[src/rtl/imem_pkg.sv]
// Shared definitions for the instruction-memory boot/fetch front end:
// phase encoding, default address width and the filler word returned
// for misaligned fetches.
package imem_pkg;

  // Byte address width of the instruction memory (2 KiB).
  localparam int IMEM_ADDR_W = 11;

  // Word returned when a fetch address is not word aligned (addi x0,x0,0).
  localparam logic [31:0] NOP_WORD = 32'h0000_0013;

  // Operating phase of the arbiter.
  typedef enum logic [0:0] {
    ST_LOAD = 1'b0,
    ST_RUN  = 1'b1
  } imem_state_e;

  // True when the low two address bits do not select a word boundary.
  function automatic logic is_misaligned(input logic [1:0] addr_lo);
    return (addr_lo != 2'b00);
  endfunction

endpackage

[src/rtl/imem_boot_arbiter.sv]
// Owner of the single instruction-memory port. After reset it streams
// loader bytes into memory (fetch stalled). Once the image is complete it
// serves word fetches with a registered one-cycle response. A reload pulse
// returns it to the loading phase.
module imem_boot_arbiter
  import imem_pkg::*;
#(
  parameter int ADDR_W = IMEM_ADDR_W
) (
  input  logic              i_clk,
  input  logic              i_reset,
  input  logic              i_ld_valid,
  input  logic [7:0]        i_ld_byte,
  input  logic              i_ld_last,
  output logic              o_ld_ready,
  input  logic              i_reload,
  input  logic              i_fetch_req,
  input  logic [ADDR_W-1:0] i_fetch_addr,
  output logic              o_fetch_valid,
  output logic [31:0]       o_fetch_data,
  output logic [ADDR_W-1:0] o_mem_addr,
  output logic              o_mem_we,
  output logic [7:0]        o_mem_wdata,
  input  logic [31:0]       i_mem_rdata,
  output logic              o_boot_done,
  output logic [ADDR_W:0]   o_ld_count,
  output logic              o_misalign
);

  imem_state_e       state_r;
  logic [ADDR_W-1:0] wr_ptr_r;
  logic [ADDR_W:0]   ld_count_r;
  logic              fetch_valid_r;
  logic [31:0]       fetch_data_r;
  logic              misalign_r;
  logic              boot_done_r;

  logic              ld_ready_s;
  logic              mem_we_s;
  logic [ADDR_W-1:0] mem_addr_s;
  logic [7:0]        mem_wdata_s;
  logic              ld_fire_s;
  logic              ld_final_s;

  // A loader byte is committed only in LOAD and only when no reload wins the cycle.
  always_comb begin
    ld_fire_s  = 1'b0;
    ld_final_s = 1'b0;
    if (state_r == ST_LOAD && i_ld_valid && !i_reload) begin
      ld_fire_s  = 1'b1;
      ld_final_s = i_ld_last || (wr_ptr_r == {ADDR_W{1'b1}});
    end else begin
      ld_fire_s  = 1'b0;
      ld_final_s = 1'b0;
    end
  end

  // Memory port mux: loader owns the port in LOAD, fetch address drives it in RUN.
  always_comb begin
    ld_ready_s  = 1'b0;
    mem_we_s    = 1'b0;
    mem_addr_s  = {ADDR_W{1'b0}};
    mem_wdata_s = 8'h00;
    case (state_r)
      ST_LOAD: begin
        ld_ready_s  = 1'b1;
        mem_addr_s  = wr_ptr_r;
        mem_wdata_s = i_ld_byte;
        mem_we_s    = ld_fire_s;
      end
      ST_RUN: begin
        ld_ready_s  = 1'b0;
        mem_addr_s  = i_fetch_addr;
        mem_wdata_s = 8'h00;
        mem_we_s    = 1'b0;
      end
      default: begin
        ld_ready_s  = 1'b0;
        mem_addr_s  = {ADDR_W{1'b0}};
        mem_wdata_s = 8'h00;
        mem_we_s    = 1'b0;
      end
    endcase
  end

  // Phase FSM with registered boot status, load counters and fetch response.
  always_ff @(posedge i_clk or posedge i_reset) begin
    if (i_reset) begin
      state_r       <= ST_LOAD;
      wr_ptr_r      <= {ADDR_W{1'b0}};
      ld_count_r    <= {(ADDR_W+1){1'b0}};
      fetch_valid_r <= 1'b0;
      fetch_data_r  <= 32'h0000_0000;
      misalign_r    <= 1'b0;
      boot_done_r   <= 1'b0;
    end else begin
      case (state_r)
        ST_LOAD: begin
          // Fetch is stalled while loading; requests are dropped, not queued.
          fetch_valid_r <= 1'b0;
          if (i_reload) begin
            wr_ptr_r   <= {ADDR_W{1'b0}};
            ld_count_r <= {(ADDR_W+1){1'b0}};
          end else if (ld_fire_s) begin
            wr_ptr_r   <= wr_ptr_r + ADDR_W'(1);
            ld_count_r <= ld_count_r + (ADDR_W+1)'(1);
            if (ld_final_s) begin
              state_r     <= ST_RUN;
              boot_done_r <= 1'b1;
            end
          end
        end
        ST_RUN: begin
          if (i_reload) begin
            // Reload beats any same-cycle fetch.
            state_r       <= ST_LOAD;
            boot_done_r   <= 1'b0;
            wr_ptr_r      <= {ADDR_W{1'b0}};
            ld_count_r    <= {(ADDR_W+1){1'b0}};
            misalign_r    <= 1'b0;
            fetch_valid_r <= 1'b0;
          end else begin
            fetch_valid_r <= i_fetch_req;
            if (i_fetch_req) begin
              if (is_misaligned(i_fetch_addr[1:0])) begin
                fetch_data_r <= NOP_WORD;
                misalign_r   <= 1'b1;
              end else begin
                fetch_data_r <= i_mem_rdata;
              end
            end
          end
        end
        default: begin
          state_r       <= ST_LOAD;
          boot_done_r   <= 1'b0;
          fetch_valid_r <= 1'b0;
        end
      endcase
    end
  end

  assign o_ld_ready    = ld_ready_s;
  assign o_mem_we      = mem_we_s;
  assign o_mem_addr    = mem_addr_s;
  assign o_mem_wdata   = mem_wdata_s;
  assign o_fetch_valid = fetch_valid_r;
  assign o_fetch_data  = fetch_data_r;
  assign o_boot_done   = boot_done_r;
  assign o_ld_count    = ld_count_r;
  assign o_misalign    = misalign_r;

endmodule

[config.mk]
export PLATFORM = sky130hd
export DESIGN_NAME = imem_boot_arbiter
export DESIGN_NICKNAME = d
export VERILOG_FILES = /design/src/rtl/imem_pkg.sv /design/src/rtl/imem_boot_arbiter.sv
export SDC_FILE = /design/constraint.sdc
export NUM_CORES = 1
export LEC_CHECK = 0
export ABC_CLOCK_PERIOD_IN_PS = 2210
export BUFFER_PORTS_ARGS = -buffer_cell sky130_fd_sc_hd__buf_2
export CORE_ASPECT_RATIO = 1.2
export CORE_MARGIN = 8
export CORE_UTILIZATION = 29
export CTS_CLUSTER_SIZE = 28
export DETAILED_ROUTE_END_ITERATION = 10
export SYNTH_ARGS = -nofsm -noshare
export SYNTH_HDL_FRONTEND = slang
export SYNTH_SLANG_ARGS = --single-unit
[constraint.sdc]
create_clock -name i_clk -period 2.21 [get_ports i_clk]
set_clock_uncertainty 0.2 [all_clocks]
set_input_delay 0.3315 -clock i_clk [delete_from_list [all_inputs] [get_ports i_clk]]
set_output_delay 0.3315 -clock i_clk [all_outputs]
set_load 0.01 [all_outputs]
# Word level (Yosys, flattened, before mapping)
# Index checks and enable logic that the tools add are counted.
word_totals:
  ff_bits: 59
  romBits: 0
  n_memories: 0
  ramBits: 0
  word_cells: 58
  out_inout_bits: 68
  latch_bits: 0
classes:
  n_eq_ne: 6
  shift: 0
  reduce_logical: 11
  bitwise: 2
  n_div: 0
  addsub: 2
  n_mux: 30
  magnitude_cmp: 0
  mul: 0
ops:
  columns: ["operator", "n"]
  rows:
  - ["11-bit case mux with 2 select lines", 2]
  - ["12-bit two-way mux", 3]
  - ["11-bit two-way mux", 3]
  - ["32-bit two-way mux", 1]
  - ["12-bit case mux with 2 select lines", 1]
  - ["8-bit case mux with 2 select lines", 1]
  - ["1-bit two-way mux", 14]
  - ["12-bit by 1-bit adder with 12-bit output, second input constant", 1]
  - ["11-bit by 1-bit adder with 11-bit output, second input constant", 1]
  - ["11-bit equality test, second input constant", 1]
  - ["1-bit case mux with 2 select lines", 5]
  - ["2-bit != test, second input constant", 4]
  - ["3-bit AND reduction", 2]
  - ["2-bit nonzero test", 3]
  - ["4-bit AND reduction", 1]
  - ["3-bit != test, second input constant", 1]
  - ["1-bit logical AND", 2]
  - ["1-bit inverter", 2]
  - ["2-bit AND reduction", 1]
  - ["1-bit logical NOT", 1]
  - ["1-bit logical OR", 1]

# Longest topological paths before layout
logic_depth:
  word_depth: 8
  ltp_mapped: 6
  mapped_depth_nobuf: 5

# Least setup slack after synthesis
# No wires, ideal clock.
synth_timing:
  kind: "register to register"
  start: "register state_r"
  end: "register ld_count_r[11], in the netlist o_ld_count[11]"
  path_slack_ns: 0.488
  required_ns: 1.933
  setup_time_ns: 0.077
  arrival_time_ns: 1.445
  n_path_buf: 0
  stages_incl_launch_ff: 5
  path_cell_list: "dfrtp_1 nand3b_4 or2_4 or4_1 a21oi_1"
synth_between:
  elab_chain_len: 6
  word_cells_on_any_way: 8
  cone_classes: "eq/ne (2); mux (2); bitwise (1); reduce/logical (3)"
synth_lines:
  columns: ["item", "line_no", "text"]
  rows:
  - ["start, declared", "imem_boot_arbiter.sv:30", "imem_state_e state_r;"]
  - ["start signal, assigned", "imem_boot_arbiter.sv:89", "state_r <= ST_LOAD;"]
  - ["start signal, assigned", "imem_boot_arbiter.sv:108", "state_r <= ST_RUN;"]
  - ["start signal, assigned", "imem_boot_arbiter.sv:116", "state_r <= ST_LOAD;"]
  - ["1-bit inverter", "imem_boot_arbiter.sv:49, imem_boot_arbiter.sv:97", null]
  - ["1-bit logical AND (2 in series)", "imem_boot_arbiter.sv:49", "if (state_r == ST_LOAD && i_ld_valid && !i_reload) begin"]
  - ["1-bit two-way mux", "imem_boot_arbiter.sv:49", null]
  - ["3-bit != test (no source line)", null, null]
  - ["2-bit AND reduction (no source line)", null, null]
  - ["end signal, assigned", "imem_boot_arbiter.sv:91", "ld_count_r <= {(ADDR_W+1){1'b0}};"]
  - ["end signal, assigned", "imem_boot_arbiter.sv:103", "ld_count_r <= {(ADDR_W+1){1'b0}};"]
  - ["end signal, assigned", "imem_boot_arbiter.sv:106", "ld_count_r <= ld_count_r + (ADDR_W+1)'(1);"]
  - ["end, declared", "imem_boot_arbiter.sv:32", "logic [ADDR_W:0] ld_count_r;"]
# Several ways; a longest one is shown, not always the timed one.
# A chain may end at the register's enable or synchronous reset.

# Worst setup path in the final report
layout_timing:
  start: "register state_r"
  end: "output o_mem_addr[1]"
layout_between:
  elab_chain_len: 2
layout_lines:
  columns: ["item", "line_no", "text"]
  rows:
  - ["1-bit inverter", "imem_boot_arbiter.sv:64", "case (state_r)"]
  - ["11-bit case mux with 2 select lines (*)", "imem_boot_arbiter.sv:64", null]
  - ["end, declared", "imem_boot_arbiter.sv:21", "output logic [ADDR_W-1:0] o_mem_addr,"]
# Every way passes the cells marked *; elsewhere a longest branch is shown, timed or not.

==> out/summary.txt <==
Max IR drop VDD -> 0.000342 V
Antenna Cells -> 0
Ys async rst share -> 100%
Main synth FF type -> dfrtp_1
Largest net degree at the start of global routing -> 66
Slew margin rel. -> 38.1%
DRT iter0 DRCs -> 54
Final number of setup-violating endpoints -> 0
GR Overflow Total -> 0
Final Power -> 0.00300 W
Ys Warns -> 0
PortBufs -> 124
Critical Path Slowest Stage Cell -> dfrtp_1
Die ar. -> 12800 sq um
Post-synth cell types -> 30
Outcome -> finished, final reports clean
HP Class -> in -> reg
Worst setup path class -> reg -> out
DRT Pass-1 Iters -> 4
CP Capture Type -> output pin
Synthesized Nets -> 352
CTS tree -> built
Period utilization -> 91.4%
FF+latch count, synth -> 59
DIE WIDTH -> 105 um
Wire per inst -> 14.0 um
Max FO, Critical Path -> 10
Share of cells above drive strength 1 -> 37.4%
Nets -> 477
CTS HTree Levels -> 3
Leakage power -> 1.97 nW
Clk slew on worst S/H paths -> 0.05 ns
Post-CTS setup buffers -> 0
Critical Path Source -> state_r
Multi-input gate area -> 1180 sq um
DP HPWL -> 5940 um
Root buffer cell -> clkbuf_16
Seq/Total Area, Yosys -> 54.0%
CP arrival -> 1.49 ns
Final wirelength -> 7670 um
P per Cell Area -> 789 nW/um^2
Ports -> 125
Initial core utilization -> 29.2%
Synth area leader -> dfrtp_1
RSZ-0062 raised after global routing -> false
Post-synth EDFFs -> 0
# fillers -> 976
Type of origin of the critical path -> register
Final ANT Viol Nets -> 0
Final hold violation count -> 0
Reg2reg start -> state_r
Top cells by area, synth -> dfrtp_1 (54%), nand2_1 (11%), o21ai_0 (6.0%), mux2_2 (4.5%), xor2_1 (4.5%)
Max-cap viol count -> 0
Cells after synthesis -> 293
Max Slew Vio Count -> 0
Hold_sp -> i_mem_rdata[13]
Worst slew pin tran -> 0.929 ns
WP data required -> 1.68 ns
Synth-to-layout area growth -> 39.1%
Row count -> 39
Vias in the first global route -> 2580
Post-Syn Area -> 2730 sq um
CTS Buffer Depth -> 2
Syn avg cell area -> 9.33 sq um
Routability cong. -> 0.761
Fmax -> 495 MHz
Clk Latency, worst-skew pair -> 0.32 ns
Worst-path cell chain -> buf_4 -> mux2_2 -> buf_2
Via count -> 2454
Top-area cell type share of the netlist area -> 54.0%
Core area -> 9370 sq um
FF+latch area -> 1480 sq um
TritonCTS sink count -> 59
First-pass GRT wire length -> 12700 um
Initial antenna violation count -> 0
Setup TNS -> 0 ns
DR DRC count -> 0
TritonCTS Buffers -> 9
GRT Overall Usage -> 12.3%
Die height -> 122 um
Max stage delay on crit path -> 0.43 ns
Vias/cell -> 4.49
Minimum clock period -> 2.02 ns
==> layout make-up <==
cell class,instances,area share [%]
Sequential cell,59,38.8
Multi-Input combinational cell,214,31.1
Timing Repair Buffer,131,18.1
Clock buffer,14,6.68
Tap cell,123,4.05
Clock inverter,2,0.922
Inverter,3,0.296
==> worst paths after layout <==
check | endpoint | slack, ns | depth (start not counted)
min reg2reg | o_fetch_data[19] | 0.27 | 2
max reg2reg | o_fetch_data[23] | 0.33 | 3
max in group asynchronous | wr_ptr_r[3] | 0.78 | 4
max | o_mem_addr[1] | 0.19 | 3
min | o_fetch_data[13] | 0.05 | 3
min in group asynchronous | o_fetch_data[28] | 0.43 | 3
==> power by group <==
part	internal, W	total (W)	switching, W	leakage (nW)
registers	0.00117	0.00123	0.0000536	0.799
clock network	0.000901	0.00135	0.000449	0.141
logic	0.000185	0.000421	0.000236	1.03
total	0.00226	0.00300	0.000739	1.97
==> state kept, by name, indices dropped and copies added, names as in the netlist <==
| name | cells |
|---|---|
| o_boot_done | 1 |
| o_fetch_data | 32 |
| o_fetch_valid | 1 |
| o_ld_count | 12 |
| o_misalign | 1 |
| state_r | 1 |
| wr_ptr_r | 11 |
==> timing repair <==
action                                 4_1_cts  5_1_grt
hold buffers                                 1        0
endpoints found under the hold margin       27        0
resized for setup                            0        0
==> layout by cell type (no fill, tap or decap), types with 5 or more instances in the layout <==
master and count:
nand2_1 77, mux2_2 11, xnor2_1 5, o21ai_0 33, dfrtp_1 59, clkbuf_16 9, nor3_1 6, nor2b_1 9
nor2_1 23, xor2_1 14, nand4_1 8, buf_2 124, buf_4 5
==> synthesized netlist by cell type, drive strengths merged (4+ instances only) <==
| master | count |
|---|---|
| nor2 | 24 |
| mux2 | 11 |
| a21oi | 4 |
| nand3 | 4 |
| nand4 | 8 |
| clkbuf | 15 |
| dfrtp | 59 |
| nor3 | 6 |
| nor2b | 9 |
| nand2 | 77 |
| o21ai | 33 |
| xnor2 | 5 |
| xor2 | 14 |
==> cell families after synthesis <==
family,after synthesis,share of synthesized area (%)
adders and majority gates,2,0.916
and+or+nand+nor,140,23.5
buffers and inverters,20,2.79
xor gates and xnor gates,19,6.09
DFF,59,54.0
muxes,11,4.53
AOI/OAI and AO/OA,42,8.10
==> critical path: cells and delay by family (launching register included) <==
family / cells / cell delay [ns]
buffers and inverters: 2 / 0.38
flip-flops: 1 / 0.43
multiplexers: 1 / 0.36
==> metrics by stage <==
step	instances	cell area, sq um	hold WS [ns]	setup slack, ns	util (%)
floorplan	293	2730	0.268	0.222	-
CTS	546	3800	0.0379	0.158	40.6
global placement	529	3500	0.241	0.339	37.4
global route	546	3800	0.0430	0.103	40.6
finish	546	3800	0.0478	0.191	40.6
detailed placement	529	3500	0.239	0.321	37.4
==> routing by layer <==
layer	track usage [%]	vias to the layer above	part of all wire [%]
li1	-	1227	-
met1	13.8	1116	43
met2	19.8	101	47
met3	5.30	10	8.8
met4	5.90	0	1.8
met5	0	-	0
(Power assumes the default switching activity.)
